==> config.mk <==
export PLATFORM = sky130hd
export DESIGN_NAME = conv_window_accumulator
export DESIGN_NICKNAME = d
export VERILOG_FILES = /design/src/rtl/conv_window_accumulator.sv
export SDC_FILE = /design/constraint.sdc
export NUM_CORES = 1
export LEC_CHECK = 0
export ABC_AREA = 1
export CAP_MARGIN = 20
export CORE_ASPECT_RATIO = 1.2
export CORE_MARGIN = 3
export CORE_UTILIZATION = 40
export DETAILED_ROUTE_END_ITERATION = 10
export PLACE_DENSITY = 0.6
export SLEW_MARGIN = 20
export SYNTH_ARGS = -nofsm -noshare
export SYNTH_HDL_FRONTEND = slang
export SYNTH_SLANG_ARGS = --single-unit
==> constraint.sdc <==
create_clock -name clk -period 2.95 [get_ports clk]
set_input_delay 0.59 -clock clk [delete_from_list [all_inputs] [get_ports clk]]
set_output_delay 0.59 -clock clk [all_outputs]
set_load 0.02 [all_outputs]
==> src/rtl/conv_window_accumulator.sv <==
// Window accumulator for the CNN adder datapath: sums LEN signed terms with
// per-addition saturation and hands one registered result downstream.
module conv_window_accumulator #(
  parameter int DATA_WIDTH = 16,
  parameter int ACC_WIDTH  = 32,
  parameter int LEN        = 9
) (
  input  logic                  clk,
  input  logic                  rst_n,
  input  logic                  in_valid,
  output logic                  in_ready,
  input  logic [DATA_WIDTH-1:0] in_data,
  output logic                  out_valid,
  input  logic                  out_ready,
  output logic [ACC_WIDTH-1:0]  out_data,
  output logic                  out_overflow
);

  localparam int CNT_W = (LEN > 1) ? $clog2(LEN) : 1;
  localparam logic [CNT_W-1:0] CNT_LAST = CNT_W'(LEN - 1);
  localparam logic [ACC_WIDTH-1:0] ACC_MAX = {1'b0, {(ACC_WIDTH-1){1'b1}}};
  localparam logic [ACC_WIDTH-1:0] ACC_MIN = {1'b1, {(ACC_WIDTH-1){1'b0}}};

  logic [ACC_WIDTH-1:0] acc_reg, acc_next;
  logic [CNT_W-1:0]     cnt_reg, cnt_next;
  logic                 sat_reg, sat_next;
  logic [ACC_WIDTH-1:0] out_data_reg, out_data_next;
  logic                 out_overflow_reg, out_overflow_next;
  logic                 out_valid_reg, out_valid_next;

  logic [ACC_WIDTH:0]   term_ext;
  logic [ACC_WIDTH:0]   acc_ext;
  logic [ACC_WIDTH:0]   sum_wide;
  logic [ACC_WIDTH-1:0] sum_clamped;
  logic                 sum_sat;
  logic                 accept;
  logic                 last_term;

  // Both operands widened by one bit so the raw sum can never wrap.
  genvar gi;
  generate
    for (gi = 0; gi <= ACC_WIDTH; gi++) begin : g_ext
      if (gi < DATA_WIDTH) begin : g_data
        assign term_ext[gi] = in_data[gi];
      end else begin : g_sign
        assign term_ext[gi] = in_data[DATA_WIDTH-1];
      end
      if (gi < ACC_WIDTH) begin : g_acc
        assign acc_ext[gi] = acc_reg[gi];
      end else begin : g_acc_sign
        assign acc_ext[gi] = acc_reg[ACC_WIDTH-1];
      end
    end
  endgenerate

  assign sum_wide = acc_ext + term_ext;

  // Top two bits disagree exactly when the sum left the ACC_WIDTH range.
  always_comb begin
    sum_sat     = sum_wide[ACC_WIDTH] ^ sum_wide[ACC_WIDTH-1];
    sum_clamped = sum_wide[ACC_WIDTH-1:0];
    if (sum_sat) begin
      sum_clamped = sum_wide[ACC_WIDTH] ? ACC_MIN : ACC_MAX;
    end
  end

  assign in_ready  = !out_valid_reg || out_ready;
  assign accept    = in_valid && in_ready;
  assign last_term = (cnt_reg == CNT_LAST);

  always_comb begin
    acc_next          = acc_reg;
    cnt_next          = cnt_reg;
    sat_next          = sat_reg;
    out_data_next     = out_data_reg;
    out_overflow_next = out_overflow_reg;
    out_valid_next    = out_valid_reg;

    if (out_valid_reg && out_ready) begin
      out_valid_next = 1'b0;
    end

    // A final term may land in the same cycle the old result drains.
    if (accept) begin
      if (last_term) begin
        out_data_next     = sum_clamped;
        out_overflow_next = sat_reg | sum_sat;
        out_valid_next    = 1'b1;
        acc_next          = '0;
        cnt_next          = '0;
        sat_next          = 1'b0;
      end else begin
        acc_next = sum_clamped;
        cnt_next = cnt_reg + CNT_W'(1);
        sat_next = sat_reg | sum_sat;
      end
    end
  end

  always_ff @(posedge clk) begin
    if (!rst_n) begin
      acc_reg          <= '0;
      cnt_reg          <= '0;
      sat_reg          <= 1'b0;
      out_data_reg     <= '0;
      out_overflow_reg <= 1'b0;
      out_valid_reg    <= 1'b0;
    end else begin
      acc_reg          <= acc_next;
      cnt_reg          <= cnt_next;
      sat_reg          <= sat_next;
      out_data_reg     <= out_data_next;
      out_overflow_reg <= out_overflow_next;
      out_valid_reg    <= out_valid_next;
    end
  end

  assign out_valid    = out_valid_reg;
  assign out_data     = out_data_reg;
  assign out_overflow = out_overflow_reg;

endmodule
# Word-level counts from Yosys, hierarchy flattened
# Cells that the tools add are included.
op_classes:
  n_addsub: 2
  mux: 8
  n_div: 0
  shifts: 0
  n_reduce_logical: 5
  n_mul: 0
  n_eq_ne: 1
  bitwise: 2
  magnitude_cmp: 0
op_table:
  columns: ["cell", "count"]
  rows:
  - ["$mux W32", 3]
  - ["$add A32 B16 Y33", 1]
  - ["$add A4 B1 Y4 const B", 1]
  - ["$eq A4 B4 Y1 const B", 1]
  - ["$mux W1", 4]
  - ["$mux W4", 1]
  - ["$logic_and A1 B1 Y1", 2]
  - ["$reduce_and A2 Y1", 1]
  - ["$logic_not A1 Y1", 1]
  - ["$logic_or A1 B1 Y1", 1]
  - ["$or A1 B1 Y1", 1]
  - ["$xor A1 B1 Y1", 1]
word_totals:
  register_bits: 71
  word_cells: 24
  mem_bits_rw: 0
  n_memories: 0
  latchBits: 0
  in_bits: 20
  rom_bits: 0
  out_inout_bits: 35

# Depth between registers and ports, before layout
logic_depth:
  depth_word: 4
  ltp_mapped: 20
  depth_no_buf: 19

# Worst setup path after synthesis
# OpenSTA, ideal clock, no wires.
synth_path:
  path_type: "input-to-reg"
  start: "in in_data[0]"
  end: "reg out_data_reg[6] (netlist: out_data[6])"
  path_slack_ns: 0.478
  stages: 19
  required_ns: 2.833
  arrival_ns: 2.355
  cell_sequence: "ha_1 > inv_1 > fa_1 > inv_1 > nand2_1 > nand2_1 > nand3_1 > nand2_2 > nand2_1 > nand2_2 > nand2_2 > nand2_2 > nand2_1 > nand2_2 > nand2_4 > buf_6 > nand2_1 > nand2_1 > a22o_1"
synth_between:
  elab_chain_len: 3
  word_cells_on_any_way: 4
  classes_between: "add/sub (1); mux (2); bitwise (1)"
synth_rtl:
  columns: ["element", "line_no", "rtl"]
  rows:
  - ["start: declaration", "12", "input logic [DATA_WIDTH-1:0] in_data,"]
  - ["$add A32 B16 Y33 (*)", "56", "assign sum_wide = acc_ext + term_ext;"]
  - ["$mux W32 or $xor A1 B1 Y1 (tied branches)", "63, 60", null]
  - ["$mux W32 (*)", "62", "if (sum_sat) begin"]
  - ["end signal: assignment", "112", "out_data_reg <= out_data_next;"]
  - ["end: declaration", "27", "logic [ACC_WIDTH-1:0] out_data_reg, out_data_next;"]
# Every way passes the cells marked *; elsewhere a longest branch is shown, timed or not.
# A chain may end at the register's enable or synchronous reset.

# Final worst setup path
layout_path:
  start: "in in_data[0]"
  end: "reg out_data_reg[8] (netlist: out_data[8])"
# The elaborated chain is that of the path after synthesis.

==> impl_results.md <==
- Leak: 3.74 nW
- Rel. slew slack: between 60% and 70%
- Post-synth ARST share: 0%
- Via Count: between 5000 and 6000
- Starting Density: roughly two fifths
- Hold slack: 455 ps
- Pwr Total: 4.88 mW
- Worst vdd ir: 0.355 mV
- Top cells by area, synth: dfxtp_1 (29%), nand2_1 (25%), ha_1 (8.6%)
- Setup WS pre-CTS: -287 ps
- Status: finished, final reports clean
- DRT Pass-1 Iters: 4
- Fin. max-slew vios: 0
- Avg Cell Area, Syn: ~6.3 um^2
- Most common cell on crit path: nand2_2
- Leading cell types in the layout, fill and taps excluded: nand2_1 (319), buf_4 (124), inv_1 (73)
- CTS Buffer Depth: 2
- Synth area leader: dfxtp_1
- Syn Std Cell Area: 4930 um^2
- RePlAce Congestion: ~1
- Die height: 128 um
- Vias/cell: 4.82
- Startpoint types: input port
- Detailed placement HPWL: 11900 um
- Clk slew on worst S/H paths: 60 ps
- DR WL/cell: approximately 14 um
- Post-route DRC: 0
- EDFF count, synth: 0
- Die area: ~14000 um^2
- Initial antenna violation count: 0
- Post-Route WL: 15500 um
- Std cell rows: 43
- Post-Synth Simple-Gate Area: 36.9%
- Mapped Cells: between 700 and 800
- Mux share of post-synthesis cell area: 0%
- Final ANT Viol Nets: 0
- Vias in the first global route: 5383
- Layout Nets: slightly above 1000
- Ports: 55
- Slowest CP cell: clkdlybuf4s50_1
- Max-Cap Viols: 0
- Endpoints failing setup: 0
- H-tree levels: 3
- GR Overflow Total: 0
- Buf+Inv Stages, Crit Path: 4
- Clock Latency Late Sink: 330 ps
- Initial DRC Count: 238
- Die X: 107 um
- HP Class: flop to flop
- CTS Buf Count: 9
- Port buffer count: 54
- Pwr dens: ~680 nW/um^2
- Worst slew pin tran: slightly below 500 ps
- Worst Path Required: 3170 ps
- First-pass GRT wire length: 24800 um
- Setup Skew: between 7 and 8 ps
- Worst path max stage delay: ~460 ps
- Sink Count: 71
- Crit path DAT: about 3000 ps
- Clock root cell: clkbuf_16
- Largest net degree at the start of global routing: 34
- Hold path depth: 2
- Critical path peak fanout: 6
- Final worst path period need: roughly 2800 ps
- Post-synthesis to final-layout area growth: 45.1%
- Peak Freq: 0.359 GHz
- Synth warn: 0
- Largest family of logic cells by synthesized area: simple AND/OR/NAND/NOR gates
- Antenna diodes: 0
- Fraction of final layout cells sized beyond drive strength 1: 21.4%
- CP delay by family, top: simple AND/OR/NAND/NOR gates
- Number of cells on the critical path: 20
- Commonest non-fill, non-tap cell in the layout: nand2_1
- Reg2Reg Depth: 19
- Share of the synthesized area in the top cell type: 28.8%
- Primary FF master, synth: dfxtp_1
- Synth Area in Adders: 9.04%
- Placed insts: between 1000 and 1500
- Final std cells w/o fill: 1120
- Overall routing resource usage: approximately 23%
- Final Hold Vio Count: 0
- PnR worst setup slack: 165 ps
- CP endpoint kind: flop
- Yosys reg bits: just over 70
- Synth Area in XOR/XNOR: ~3.6%
- Compound-Gate Fraction of Synth Area: about 13%
- Sequential area share after synthesis: 28.8%
- CTS tree: done
- Core area: about 12000 um^2
- Syn nets: 835
- Worst path cell trace: clkdlybuf4s50_1 > ha_2 > inv_2 > fa_2 > inv_2 > nand2_2 > nand2_2 > nand3_2 > nand2_2 > nand2_1 > nand2_2 > nand2_2 > nand2_2 > nand2_2 > nand2_2 > nand2_4 > clkbuf_16 > nand2_1 > nand2_1 > a22o_1
- Final cycle utilization of the critical path: 94.4%
- Setup CP Type: input port to flop
- Yosys cell types: 26
- Final core occ: approximately three fifths
[synth_stat cells, types with 3 or more instances]
cell / number
nand2_1: 332
inv_1: 75
dfxtp_1: 71
a21oi_1: 68
nor2_1: 57
ha_1: 34
nand3_1: 22
a22o_1: 15
xor2_1: 15
nand2_2: 14
o21ai_0: 14
clkbuf_1: 13
nand3b_1: 9
o21bai_1: 7
o21ai_2: 6
buf_6: 5
xnor2_1: 5
buf_2: 3
nand2_4: 3
[where the power goes]
part           internal, mW  leakage, nW  total (mW)  switching, mW
clock network         0.855        0.173        1.28          0.425
logic                  1.16         2.99        2.47           1.32
registers              1.06        0.579        1.13         0.0734
total                  3.07         3.74        4.88           1.81
[final timing paths]
check	startpoint	to	slack [ps]
max reg2reg	acc_reg[0]	out_data[8]	550
min	out_data[24]	out_data[24]	450
min reg2reg	out_data[24]	out_data[24]	450
max	in_data[0]	out_data[8]	170
[tightest hold or removal path: cells and delay by family, from the launching register on]
kind          cells  cell delay (ps)
simple gates      2              100
flops             1              310
[cells by family (layout without fill, tap and decap cells)]
group                      Yosys count  in the layout
and+or+nand+nor                    445            445
AOI/OAI and AO/OA                  112            112
buffers and inverters               97            280
DFF                                 71             71
adders and majority gates           35             35
xor gates and xnor gates            20             20
[area by class of cell]
| class | count | area, um^2 |
|---|---|---|
| Clock buffer | 10 | 239 |
| Clock inverter | 6 | 116 |
| Fill cell | 1086 | 4630 |
| Inverter | 76 | 285 |
| Multi-Input combinational cell | 612 | 3210 |
| Sequential cell | 71 | 1420 |
| Tap cell | 157 | 196 |
| Timing Repair Buffer | 188 | 1680 |
[layer usage]
| layer | GRT usage, % | routed length (um) | up-vias |
|---|---|---|---|
| met3 | 3.34 | 490 | 33 |
| met1 | 24.3 | 6310 | 2422 |
| met4 | 9.06 | 620 | 0 |
| li1 | - | - | 2826 |
| met5 | 0 | 0 | - |
| met2 | 43.2 | 8110 | 113 |
[through the flow]
step | instance area, um^2 | setup TNS (ps)
after global placement | 6570 | -10990
after CTS | 6930 | 0
after global routing | 7150 | -203
after floorplan | 4930 | 0
after detailed placement | 6570 | -13800
final | 7150 | 0
[what timing repair did]
item,4_1_cts,5_1_grt
gates resized for setup,0,32
setup buffers,0,4
endpoints found under the setup margin,0,64
hold endpoints to repair,0,0
hold buffers,0,0
Power figures use the tool's default switching activity.
